<file path="src/rtl/dir_pkg.sv">
// rtl/dir_pkg.sv - shared encodings for the directory controller and cache-block FSM
package dir_pkg;

  typedef enum logic [1:0] {
    UNCACHED  = 2'b00,
    SHARED    = 2'b01,
    EXCLUSIVE = 2'b10
  } dir_state_e;

  typedef enum logic [1:0] {
    READ_MISS  = 2'b00,
    WRITE_MISS = 2'b01,
    WRITE_BACK = 2'b10,
    REQ_RSVD   = 2'b11
  } req_type_e;

  typedef enum logic [1:0] {
    ST_IDLE  = 2'b00,
    ST_FETCH = 2'b01,
    ST_DONE  = 2'b10
  } ctrl_state_e;

endpackage

</file>
<file path="src/rtl/dir_entry_array.sv">
// rtl/dir_entry_array.sv - directory entries {state, sharers} with one write port,
// a request lookup port (plus owner index) and a debug read port
module dir_entry_array
  import dir_pkg::*;
#(
  parameter int NUM_NODES  = 4,
  parameter int NUM_BLOCKS = 4,
  localparam int NODE_W    = $clog2(NUM_NODES),
  localparam int BLK_W     = $clog2(NUM_BLOCKS)
) (
  input  logic                 i_clock,
  input  logic                 i_reset,
  input  logic                 i_wr_en,
  input  logic [BLK_W-1:0]     i_wr_block,
  input  logic [1:0]           i_wr_state,
  input  logic [NUM_NODES-1:0] i_wr_sharers,
  input  logic [BLK_W-1:0]     i_rd_block,
  output logic [1:0]           o_rd_state,
  output logic [NUM_NODES-1:0] o_rd_sharers,
  output logic [NODE_W-1:0]    o_rd_owner,
  input  logic [BLK_W-1:0]     i_dbg_block,
  output logic [1:0]           o_dbg_state,
  output logic [NUM_NODES-1:0] o_dbg_sharers
);

  logic [1:0]           r_state   [NUM_BLOCKS];
  logic [NUM_NODES-1:0] r_sharers [NUM_BLOCKS];

  // Only meaningful when exactly one bit is set (Exclusive entries).
  function automatic logic [NODE_W-1:0] onehot_to_idx(input logic [NUM_NODES-1:0] v);
    onehot_to_idx = '0;
    for (int i = 0; i < NUM_NODES; i++) begin
      if (v[i]) onehot_to_idx = NODE_W'(i);
    end
  endfunction

  always_ff @(posedge i_clock or posedge i_reset) begin
    if (i_reset) begin
      for (int i = 0; i < NUM_BLOCKS; i++) begin
        r_state[i]   <= UNCACHED;
        r_sharers[i] <= '0;
      end
    end else if (i_wr_en) begin
      r_state[i_wr_block]   <= i_wr_state;
      r_sharers[i_wr_block] <= i_wr_sharers;
    end
  end

  assign o_rd_state    = r_state[i_rd_block];
  assign o_rd_sharers  = r_sharers[i_rd_block];
  assign o_rd_owner    = onehot_to_idx(r_sharers[i_rd_block]);
  assign o_dbg_state   = r_state[i_dbg_block];
  assign o_dbg_sharers = r_sharers[i_dbg_block];

endmodule

</file>
<file path="src/rtl/dir_controller.sv">
// rtl/dir_controller.sv - MSI directory controller: one request at a time,
// issues fetch / invalidate / data-value-reply messages
module dir_controller
  import dir_pkg::*;
#(
  parameter int NUM_NODES  = 4,
  parameter int NUM_BLOCKS = 4,
  localparam int NODE_W    = $clog2(NUM_NODES),
  localparam int BLK_W     = $clog2(NUM_BLOCKS)
) (
  input  logic                 clock,
  input  logic                 reset,
  input  logic                 req_valid,
  output logic                 req_ready,
  input  logic [1:0]           req_type,
  input  logic [NODE_W-1:0]    req_node,
  input  logic [BLK_W-1:0]     req_block,
  output logic                 fetch_valid,
  output logic [NODE_W-1:0]    fetch_node,
  output logic                 fetch_inv,
  input  logic                 fetch_ack,
  output logic                 inv_valid,
  output logic [NUM_NODES-1:0] inv_mask,
  output logic                 reply_valid,
  output logic [NODE_W-1:0]    reply_node,
  output logic                 err,
  input  logic [BLK_W-1:0]     dbg_block,
  output logic [1:0]           dbg_state,
  output logic [NUM_NODES-1:0] dbg_sharers
);

  localparam logic [NUM_NODES-1:0] ONE = {{(NUM_NODES-1){1'b0}}, 1'b1};

  ctrl_state_e          r_state, w_state_d;
  logic [1:0]           r_req_type, w_req_type_d;
  logic [NODE_W-1:0]    r_req_node, w_req_node_d;
  logic [BLK_W-1:0]     r_req_block, w_req_block_d;
  logic                 r_fetch_valid, w_fetch_valid_d;
  logic [NODE_W-1:0]    r_fetch_node, w_fetch_node_d;
  logic                 r_fetch_inv, w_fetch_inv_d;
  logic                 r_inv_valid, w_inv_valid_d;
  logic [NUM_NODES-1:0] r_inv_mask, w_inv_mask_d;
  logic                 r_reply_valid, w_reply_valid_d;
  logic [NODE_W-1:0]    r_reply_node, w_reply_node_d;
  logic                 r_err, w_err_d;

  logic                 w_wr_en;
  logic [BLK_W-1:0]     w_wr_block;
  logic [1:0]           w_wr_state;
  logic [NUM_NODES-1:0] w_wr_sharers;
  logic [1:0]           w_rd_state;
  logic [NUM_NODES-1:0] w_rd_sharers;
  logic [NODE_W-1:0]    w_rd_owner;
  logic [NUM_NODES-1:0] w_req_bit;
  logic [NUM_NODES-1:0] w_inv_cand;
  logic                 w_illegal;
  logic                 w_excl_other;
  logic                 w_excl_self;

  dir_entry_array #(
    .NUM_NODES (NUM_NODES),
    .NUM_BLOCKS(NUM_BLOCKS)
  ) u_entries (
    .i_clock      (clock),
    .i_reset      (reset),
    .i_wr_en      (w_wr_en),
    .i_wr_block   (w_wr_block),
    .i_wr_state   (w_wr_state),
    .i_wr_sharers (w_wr_sharers),
    .i_rd_block   (req_block),
    .o_rd_state   (w_rd_state),
    .o_rd_sharers (w_rd_sharers),
    .o_rd_owner   (w_rd_owner),
    .i_dbg_block  (dbg_block),
    .o_dbg_state  (dbg_state),
    .o_dbg_sharers(dbg_sharers)
  );

  assign w_req_bit    = ONE << req_node;
  assign w_inv_cand   = w_rd_sharers & ~w_req_bit;
  assign w_illegal    = (req_type == REQ_RSVD) || (32'(req_node) >= NUM_NODES);
  assign w_excl_other = (w_rd_state == EXCLUSIVE) && (w_rd_owner != req_node);
  assign w_excl_self  = (w_rd_state == EXCLUSIVE) && (w_rd_owner == req_node);

  always_ff @(posedge clock or posedge reset) begin
    if (reset) begin
      r_state       <= ST_IDLE;
      r_req_type    <= '0;
      r_req_node    <= '0;
      r_req_block   <= '0;
      r_fetch_valid <= 1'b0;
      r_fetch_node  <= '0;
      r_fetch_inv   <= 1'b0;
      r_inv_valid   <= 1'b0;
      r_inv_mask    <= '0;
      r_reply_valid <= 1'b0;
      r_reply_node  <= '0;
      r_err         <= 1'b0;
    end else begin
      r_state       <= w_state_d;
      r_req_type    <= w_req_type_d;
      r_req_node    <= w_req_node_d;
      r_req_block   <= w_req_block_d;
      r_fetch_valid <= w_fetch_valid_d;
      r_fetch_node  <= w_fetch_node_d;
      r_fetch_inv   <= w_fetch_inv_d;
      r_inv_valid   <= w_inv_valid_d;
      r_inv_mask    <= w_inv_mask_d;
      r_reply_valid <= w_reply_valid_d;
      r_reply_node  <= w_reply_node_d;
      r_err         <= w_err_d;
    end
  end

  always_comb begin
    w_state_d       = r_state;
    w_req_type_d    = r_req_type;
    w_req_node_d    = r_req_node;
    w_req_block_d   = r_req_block;
    w_fetch_valid_d = r_fetch_valid;
    w_fetch_node_d  = r_fetch_node;
    w_fetch_inv_d   = r_fetch_inv;
    w_inv_valid_d   = 1'b0;
    w_inv_mask_d    = '0;
    w_reply_valid_d = 1'b0;
    w_reply_node_d  = r_reply_node;
    w_err_d         = 1'b0;
    w_wr_en         = 1'b0;
    w_wr_block      = r_req_block;
    w_wr_state      = w_rd_state;
    w_wr_sharers    = w_rd_sharers;

    case (r_state)
      ST_IDLE: begin
        if (req_valid) begin
          w_req_type_d  = req_type;
          w_req_node_d  = req_node;
          w_req_block_d = req_block;
          w_wr_block    = req_block;
          w_state_d     = ST_DONE;
          if (w_illegal) begin
            w_err_d = 1'b1;
          end else begin
            case (req_type)
              READ_MISS: begin
                if (w_excl_other) begin
                  w_fetch_valid_d = 1'b1;
                  w_fetch_node_d  = w_rd_owner;
                  w_fetch_inv_d   = 1'b0;
                  w_state_d       = ST_FETCH;
                end else begin
                  w_reply_valid_d = 1'b1;
                  w_reply_node_d  = req_node;
                  w_wr_en         = 1'b1;
                  w_wr_state      = SHARED;
                  w_wr_sharers    = (w_rd_state == SHARED) ? (w_rd_sharers | w_req_bit) : w_req_bit;
                end
              end
              WRITE_MISS: begin
                if (w_excl_other) begin
                  w_fetch_valid_d = 1'b1;
                  w_fetch_node_d  = w_rd_owner;
                  w_fetch_inv_d   = 1'b1;
                  w_state_d       = ST_FETCH;
                end else begin
                  w_reply_valid_d = 1'b1;
                  w_reply_node_d  = req_node;
                  // Uncached entries have no sharers, so the candidate mask is empty there.
                  if (!w_excl_self) begin
                    w_inv_valid_d = |w_inv_cand;
                    w_inv_mask_d  = w_inv_cand;
                    w_wr_en       = 1'b1;
                    w_wr_state    = EXCLUSIVE;
                    w_wr_sharers  = w_req_bit;
                  end
                end
              end
              WRITE_BACK: begin
                if (w_excl_self) begin
                  w_wr_en      = 1'b1;
                  w_wr_state   = UNCACHED;
                  w_wr_sharers = '0;
                end else begin
                  w_err_d = 1'b1;
                end
              end
              default: w_err_d = 1'b1;
            endcase
          end
        end
      end
      ST_FETCH: begin
        if (fetch_ack) begin
          w_fetch_valid_d = 1'b0;
          w_fetch_inv_d   = 1'b0;
          w_reply_valid_d = 1'b1;
          w_reply_node_d  = r_req_node;
          w_wr_en         = 1'b1;
          w_wr_block      = r_req_block;
          if (r_req_type == READ_MISS) begin
            w_wr_state   = SHARED;
            w_wr_sharers = (ONE << r_fetch_node) | (ONE << r_req_node);
          end else begin
            w_wr_state   = EXCLUSIVE;
            w_wr_sharers = ONE << r_req_node;
          end
          w_state_d = ST_DONE;
        end
      end
      ST_DONE: w_state_d = ST_IDLE;
      default: w_state_d = ST_IDLE;
    endcase
  end

  assign req_ready   = (r_state == ST_IDLE);
  assign fetch_valid = r_fetch_valid;
  assign fetch_node  = r_fetch_node;
  assign fetch_inv   = r_fetch_inv;
  assign inv_valid   = r_inv_valid;
  assign inv_mask    = r_inv_mask;
  assign reply_valid = r_reply_valid;
  assign reply_node  = r_reply_node;
  assign err         = r_err;

endmodule

</file>
<file path="config.mk">
export PLATFORM = sky130hd
export DESIGN_NAME = dir_controller
export DESIGN_NICKNAME = d
export VERILOG_FILES = /design/src/rtl/dir_pkg.sv /design/src/rtl/dir_entry_array.sv /design/src/rtl/dir_controller.sv
export SDC_FILE = /design/constraint.sdc
export NUM_CORES = 1
export LEC_CHECK = 0
export CAP_MARGIN = 5
export CORE_MARGIN = 2
export CORE_UTILIZATION = 31
export CTS_BUF_LIST = sky130_fd_sc_hd__clkbuf_4 sky130_fd_sc_hd__clkbuf_8
export DETAILED_ROUTE_END_ITERATION = 7
export MAX_ROUTING_LAYER = met4
export PLACE_DENSITY = 0.5
export SETUP_SLACK_MARGIN = 0.15
export SYNTH_ARGS = -nofsm -noshare
export SYNTH_HDL_FRONTEND = slang
export SYNTH_SLANG_ARGS = --single-unit
export TNS_END_PERCENT = 1
</file>
<file path="constraint.sdc">
create_clock -name clock -period 3.25 [get_ports clock]
set_clock_uncertainty 0.15 [all_clocks]
set_input_delay 0.325 -clock clock [delete_from_list [all_inputs] [get_ports clock]]
set_output_delay 0.325 -clock clock [all_outputs]
set_load 0.02 [all_outputs]
</file>
; After elaboration in Yosys (flattened, before gate mapping)
; Cells that the tools add are included.
[word_totals]
register_bits = 45
word_cells = 163
output_inout_bits = 20
input_bits = 12
[op_classes]
n_shift = 3
n_mux = 96
eq_ne = 17
n_reduce_logical = 15
bitwise = 8
magnitude_cmp = 4
[op_table]
columns = cell, count
row1 = $mux 4, 20
row2 = $mux 2, 27
row3 = $mux 1, 28
row4 = $bmux 4 s2, 2
row5 = $bwmux 16, 1
row6 = $pmux 1 s2, 6
row7 = $pmux 2 s2, 3
row8 = $pmux 4 s3, 1
row9 = $reduce_and 6->1, 2
row10 = $shl 1x2->4 const A, 3
row11 = $ne 2x2->1 const B, 5
row12 = $ge 3x3->1 const B, 3
row13 = $not 2->3, 3
row14 = $bmux 2 s2, 2
row15 = $bwmux 8, 1
row16 = $demux 4 s2, 1
row17 = $or 4x4->4, 2
row18 = $pmux 4 s2, 1
row19 = $reduce_and 7->1, 1
row20 = $eq 2x1->1 const B, 3
row21 = $eq 2x2->1 const B, 3
row22 = $logic_not 2->1, 3
row23 = $ne 3x3->1 const B, 2
row24 = $pmux 2 s3, 1
row25 = other kinds (16), 19

; Depth between registers and ports, before layout
; Gate-level depths: netlist of the first run.
[logic_depth]
ltp_word = 16
depth_mapped = 9
mapped_depth_nobuf = 7

; Cells and area by module
; From an unflattened synthesis of the first run, not the netlist that was laid out.
[unflattened]
hier_cells = 204
hier_area_um2 = 2552.4
[by_module_without_submodules]
columns = mod, area_per_inst_um2, instances, seq_area_each_um2, cells_per_inst
row1 = dir_controller, 1330.0, 1, 525.5, 134
row2 = dir_entry_array, 1222.4, 1, 600.6, 70

; Least setup slack after synthesis of the first run
; No wires, ideal clock.
[synth_path]
kind = input-to-reg
startpoint = input req_block[1]
endpoint = register u_entries.r_sharers[4] in the netlist's numbering
required_ns = 2.975
setup_time_ns = 0.125
setup_slack_ns = 0.364
n_path_buf = 1
stages = 8
arrival_time_ns = 2.611
cell_sequence = buf_6 -> mux4_2 -> or3_4 -> a211oi_4 -> o21ai_1 -> a211oi_2 -> o21a_2 -> mux2_2
[synth_between]
elab_chain_len = 16
elab_cells_between_ends = 44
cone_classes = order compare (2) / eq/ne (4) / mux (32) / bitwise (3) / reduce/logical (3)
[synth_rtl]
columns = element, line_no
row1 = "start, declared", dir_controller.sv:17  ; input logic [BLK_W-1:0] req_block,
row2 = $not 2->3 (implied by the code), "dir_entry_array.sv:49, dir_entry_array.sv:50, dir_entry_array.sv:51"
row3 = $bmux 4 s2, "dir_entry_array.sv:50, dir_entry_array.sv:51"
row4 = $mux 4 (implied by the code) (2 in series), "dir_entry_array.sv:50, dir_entry_array.sv:51"
row5 = $mux 1, dir_entry_array.sv:33  ; if (v[i]) onehot_to_idx = NODE_W'(i);
row6 = $mux 2 (2 in series), dir_entry_array.sv:33
row7 = $eq 2x2->1, dir_controller.sv:83  ; assign w_excl_self = (w_rd_state == EXCLUSIVE) && (w_rd_owner == req_node);
row8 = $logic_and 1x1->1, dir_controller.sv:83
row9 = $mux 4, dir_controller.sv:169  ; if (!w_excl_self) begin
row10 = $mux 4, dir_controller.sv:160  ; if (w_excl_other) begin
row11 = $pmux 4 s3, dir_controller.sv:144  ; case (req_type)
row12 = $mux 4, dir_controller.sv:141  ; if (w_illegal) begin
row13 = $mux 4, dir_controller.sv:135  ; if (req_valid) begin
row14 = $pmux 4 s2, dir_controller.sv:133  ; case (r_state)
row15 = $bwmux 16, dir_entry_array.sv:45  ; r_sharers[i_wr_block] <= i_wr_sharers;
row16 = "end signal, assigned by index", dir_entry_array.sv:45
row17 = "end, declared", dir_entry_array.sv:27  ; logic [NUM_NODES-1:0] r_sharers [NUM_BLOCKS];
; Parallel ways exist; a longest one is shown, timed or not. The select of a mux whose other input is x is not followed.
; A chain may end at the register's enable or synchronous reset.

; Worst setup path in the final report of the first run
[layout_path]
startpoint = input req_block[0]
endpoint = register u_entries.r_sharers[7] in the netlist's numbering
; The elaborated chain is that of the path after synthesis.

==> results of run 1 <==
-- flip-flops by register name (all words and copies together), names as in the netlist --
| name | cells |
|---|---|
| fetch_node | 2 |
| err | 1 |
| r_req_node | 2 |
| u_entries.r_sharers | 16 |
| r_req_block | 2 |
| reply_valid | 1 |
| r_state | 2 |
| u_entries.r_state | 8 |
| fetch_inv | 1 |
| inv_valid | 1 |
| reply_node | 2 |
| inv_mask | 4 |
| fetch_valid | 1 |
| r_req_type | 2 |
-- metrics by stage --
| step | cell area, um^2 | power, W | setup TNS (ns) | hold slack (ns) | cells |
|---|---|---|---|---|---|
| 2_1_floorplan | 2746 | 0.001752 | 0 | 0.3109 | 263 |
| 3_3_place_gp | 3413 | 0.002312 | -2.680 | 0.3325 | 423 |
| 3_5_place_dp | 3413 | 0.002331 | -3.299 | 0.3389 | 423 |
| 4_1_cts | 3503 | 0.002698 | 0 | 0.3572 | 431 |
| 5_1_grt | 3503 | 0.002863 | 0 | 0.3847 | 431 |
| 6_report | 3503 | 0.002675 | 0 | 0.3556 | 431 |
-- power by group --
part / switching (W) / leakage (nW) / total [W] / internal (W)
clock: 0.000185 / 0.0453 / 0.000354 / 0.000169
sequential: 0.000170 / 0.564 / 0.000941 / 0.000771
combinational: 0.000674 / 0.877 / 0.00138 / 0.000706
-- routing by layer --
| layer | global-route usage | share of wire | vias up |
|---|---|---|---|
| met2 | 0.2545 | 0.48 | 67 |
| met4 | 0.02671 | 0.0040 | 0 |
| met5 | - | 0 | - |
| met1 | 0.2241 | 0.47 | 1173 |
| li1 | - | - | 1102 |
| met3 | 0.02434 | 0.046 | 4 |
-- critical path, delay by kind of cell --
kind	cells	cell delay, ns
AOI/OAI and AO/OA	4	0.93
muxes	2	0.91
buffers and inverters	1	0.54
and+or+nand+nor	1	0.36
-- area by class of cell --
cell class / instances / area, um^2 / share of cell area
multi-input combinational: 194 / 1521 / 0.4343
sequential: 45 / 1126 / 0.3214
timing repair buffer: 68 / 599.3 / 0.1711
tap: 108 / 135.1 / 0.03857
clock buffer: 7 / 83.83 / 0.02393
inverter: 8 / 30.03 / 0.008571
clock inverter: 1 / 7.507 / 0.002143
-- cell usage after synthesis (all sizes together) (6+ instances only) --
cell and n:
a21oi 12, clkbuf 14, dfrtp 45, inv 7, mux2 34, mux2i 6, mux4 11, nand2 26
nand3 6, nor2 20, nor3 7, o21ai 20
-- path summary, 6_finish.rpt --
check                      cells past startpoint  slack, ns                       to                   start
hold / removal                                 1       0.36              fetch_valid             fetch_valid
max in group asynchronous                      2       1.94              fetch_valid                   reset
min in group asynchronous                      2       0.42  u_entries.r_sharers[10]                   reset
setup / recovery                               8       0.21   u_entries.r_sharers[7]            req_block[0]
hold reg to reg                                1       0.36              fetch_valid             fetch_valid
setup reg to reg                               7       0.41   u_entries.r_sharers[7]  u_entries.r_sharers[5]
-- cells by family (layout without fill, tap and decap cells) --
kind of cell           after synthesis  count (layout)  share of synthesized area
multiplexers                        51              51                     0.2515
buffers and inverters               24              84                    0.03599
flip-flops                          45              45                     0.4100
AND/OR/NAND/NOR                     79              79                     0.1408
AO/OA/AOI/OAI                       64              64                     0.1617
-- timing repair --
item / CTS / global route
hold endpoints to repair: 0 / 0
setup endpoints to repair: 1 / 23
gates resized for setup: 1 / 0
-- cells in the final DEF, fill, tap and decap left out, types with 7 or more instances in the layout --
master	count
mux4_2	11
a21oi_1	12
nand2_1	26
nor2_1	20
dfrtp_1	45
clkdlybuf4s50_1	30
buf_4	36
nor3_1	7
mux2_2	34
o21ai_0	15
==> flow_summary.ini, run 1 <==
[run_status]
status = complete, no violations

[yosys]
synth_top_area_share = 0.4100
synth_seq_cells = 45
ys_types = 50
synth.avg_cell_area_um2 = 10.44
postSynthCellCount = 263
ys_warn_count = 0
async_flop_share = 1.000
synth_area_um2 = 2746
synth_nets = 275
synthFlopType = dfrtp_1
ys_seq_area_frac = 0.4100
synthTopCellsByArea = dfrtp_1, mux2_2, mux4_2, nand2_1, nor2_1
synth-edff-count = 0
yosysTopAreaCell = dfrtp_1

[route]
routed_via_density = 5.443
first_pass_iters = 4
route.vias.total = 2346
drt_iter0_drc = 89
drc = 0
drt-total-wl_um = 7317
final_antenna_net_count = 0
wl_per_cell_um = 16.98

[cells_and_area]
diodes = 0
drive_gt1_frac = 0.3158
fill_cells = 857
nets = 334
final_util = 0.4057
area_delta_synth_final_pct = 27.56

[setup_path]
crit_fanout = 6
slowest_delay_ns = 0.55
path_cells = clkdlybuf4s50_1 -> mux4_2 -> or3_4 -> a211oi_4 -> o21ai_1 -> a211oi_2 -> o21a_2 -> mux2_2
crit_type = primary input to flop
crit_arrival_ns = 3.06
worstSetupStartpointType = primary input
crit_required_ns = 3.28
crit_path_top_delay_cell = mux4_2
setup.worst_path.end_class = flop

[global_routing]
grt_start_max_net_pins = 46
grt.total_usage = 0.1611
grt_pass1_wl_um = 12200
grt_pass1_vias = 2350
overflow = 0
grt_antenna_before_repair = 0

[timing]
finalHoldViolations = 0
slew_headroom = 0.3598
rsz0062_at_grt = true
layout_setup_ws_ns = 0.2142
min_period_ns = 3.036
max_clock_freq_mhz = 329.4
worstMarginPinSlew_ns = 0.9589
finalMaxSlewViolations = 0
setup_viol_count_final = 0
fin_crit_sh = 0.9341

[hold_path]
hold_class = flop to flop

[die]
ios = 32
start_util = 0.3180
core-area_um2 = 8636
dieArea_um2 = 9629
die_w_um = 98.13
die_h_um = 98.13
rows = 34

[clock_network]
clk_pin_slew_ns = 0.08
cts_max_level = 2
cts_hold_buf = 0
clock_sinks = 45
postCtsSetupRepairBufs = 0
clockBufferDepth = 2
cts_tree = yes
root_buffer = clkbuf_8
clkLatencyLatePin_ns = 0.29
numCtsBuffers = 5

[place]
pre_cts_ws_ns = -0.1685
port_buffers = 31
dpl.hpwl_um = 5578
place_congestion = 0.8226

[flow_run]
drv_cap = 0

[power]
vdd_ir_drop_max_mv = 0.3427
cellPowerDensity_nw_per_um2 = 763.4
p_leak_nw = 1.486
(Power assumes the default switching activity.)
==> inputs of run 2 (changes only) <==
Settings changed: CORE_UTILIZATION 31 to 50, PLACE_DENSITY 0.5 to 0.73.
==> run 2 against run 1 <==
Net effect:
- sequential cell count stayed put
- sequential power is 0.9% higher
- sequential share of layout area is 0.56 points higher
==> flow_summary.ini, run 2 (synthesis gave the netlist of run 1 again) <==
[clock_network]
postCtsSetupRepairBufs = 0
clock_sinks = 45
root_buffer = clkbuf_8
clk_pin_slew_ns = 0.09
cts_max_level = 2
numCtsBuffers = 5
clockBufferDepth = 2
cts_tree = yes
clkLatencyLatePin_ns = 0.30

[place]
place_congestion = 0.9747
dpl.hpwl_um = 5199
port_buffers = 31

[cells_and_area]
final_common_cell = dfrtp_1
multi_input_area_um2 = 1526
largest-register = u_entries.r_sharers
nets = 329
diodes = 0
fill_cells = 408
area_delta_synth_final_pct = 25.38
drive_gt1_frac = 0.3082
largest_reg_flops = 16
regArea_um2 = 1126
layout_common_cells = dfrtp_1, mux2_2, buf_4
final_util = 0.6615

[power]
cellPowerDensity_nw_per_um2 = 803.3
internal_power_w = 0.001720
p_clk_frac = 0.162
p_leak_nw = 1.475
seqPwrFrac = 0.343
switching_power_w = 0.001046
switching_share = 0.3782
p_comb_frac = 0.495
vdd_ir_drop_max_mv = 0.4338

[timing]
setup_viol_count_final = 0
fin_crit_sh = 0.9417
min_period_ns = 3.061
final.setup.tns_ns = 0
finalHoldViolations = 0
rsz0062_at_grt = true
slew_headroom = 0.3722
worstMarginPinSlew_ns = 0.9403
finalMaxSlewViolations = 0
max_clock_freq_mhz = 326.7
whs_ns = 0.3483

[die]
die_w_um = 78.12
core-area_um2 = 5205
dieArea_um2 = 6102
ios = 32
rows = 26
start_util = 0.5276
die_h_um = 78.12

[setup_path]
crit_arrival_ns = 3.10
ff2ff_setup_slack_ns = 0.43
crit_type = primary input to flop
timing.rr.start = u_entries.r_sharers[2]
setup.worst_path.end_class = flop
worst-r2r-cell-count = 8
r2r_end = u_entries.r_sharers[1]
crit_path_top_delay_cell = mux4_2
cp.depth = 9
cp.buffers_inverters = 2
crit_family = multiplexers
crit_required_ns = 3.29
path_cells = clkdlybuf4s50_1 -> buf_4 -> mux4_2 -> nand2b_1 -> nor2_1 -> o21ai_1 -> a211oi_2 -> o21a_2 -> mux2_2
worstSetupStartpointType = primary input
slowest_delay_ns = 0.56
crit_fanout = 6

[hold_path]
hold_end = fetch_valid
hold_class = flop to flop
min-delay-start = fetch_valid
holdPathStages = 1

[route]
first_pass_iters = 5
drc = 0
route.vias.total = 2381
drt-total-wl_um = 7008
final_antenna_net_count = 0
wl_per_cell_um = 18.06
drt_iter0_drc = 334
routed_via_density = 6.137

[global_routing]
grt.total_usage = 0.2533
grt_pass1_wl_um = 11790
grt_antenna_before_repair = 0
grt_pass1_vias = 2326
overflow = 0
grt_start_max_net_pins = 46

[flow_run]
drv_cap = 0

[run_status]
status = complete, no violations
## run 2: metrics by stage
step                      area, um^2  power (W)  std cells  setup WS [ns]
after floorplan                 2746   0.001752        263         0.3639
after global placement          3316   0.002261        380        -0.1224
after detailed placement        3316   0.002303        380        -0.1482
after CTS                       3436   0.002757        388         0.1751
after global routing            3443   0.002925        388        0.06894
final                           3443   0.002766        388         0.1894
## run 2: cell type report
| cell class | count | area share |
|---|---|---|
| multi-input combinational | 194 | 0.4433 |
| clock inverter | 2 | 0.01090 |
| sequential | 45 | 0.3270 |
| tap | 70 | 0.02544 |
| clock buffer | 6 | 0.02398 |
| inverter | 8 | 0.008721 |
| timing repair buffer | 63 | 0.1606 |
## run 2: worst max path at each step
stage                 startpoint                 endpoint
global route        req_block[0]  u_entries.r_sharers[12]
CTS                 req_block[1]     u_entries.r_state[2]
detailed placement  req_block[1]     u_entries.r_state[2]
floorplan           req_block[1]   u_entries.r_sharers[4]
global placement    req_block[1]     u_entries.r_state[7]
finish              req_block[0]     u_entries.r_state[2]
## run 2: worst reg2reg max path, delay by kind of cell (launching register included)
kind,cells,cell delay [ns]
muxes,2,0.80
AOI/OAI and AO/OA,4,0.80
DFF,1,0.40
and+or+nand+nor,1,0.40
buffers and inverters,1,0.17
## run 2: what timing repair did
action                                  in CTS  in global routing
pin swaps                                    0                  0
endpoints found under the setup margin       2                 26
resized for setup                            1                  3
hold buffers                                 0                  0
hold endpoints to repair                     0                  0
## run 2: power groups by stage
stage	logic [W]	clock network [W]	registers, W
floorplan	0.000813	0	0.000939
global placement	0.00132	0	0.000937
detailed placement	0.00134	0	0.000958
CTS	0.00135	0.000456	0.000946
global route	0.00146	0.000484	0.000977
finish	0.00137	0.000448	0.000949
## run 2: routing by layer
layer  track usage  part of all wire  wire length, um  up-vias
met5             -                 0                0        -
met4       0.07719             0.028              194        0
met3       0.03333             0.049              345       25
met2        0.4147              0.50             3472      102
met1        0.3328              0.43             2996     1161
li1              -                 -                -     1093
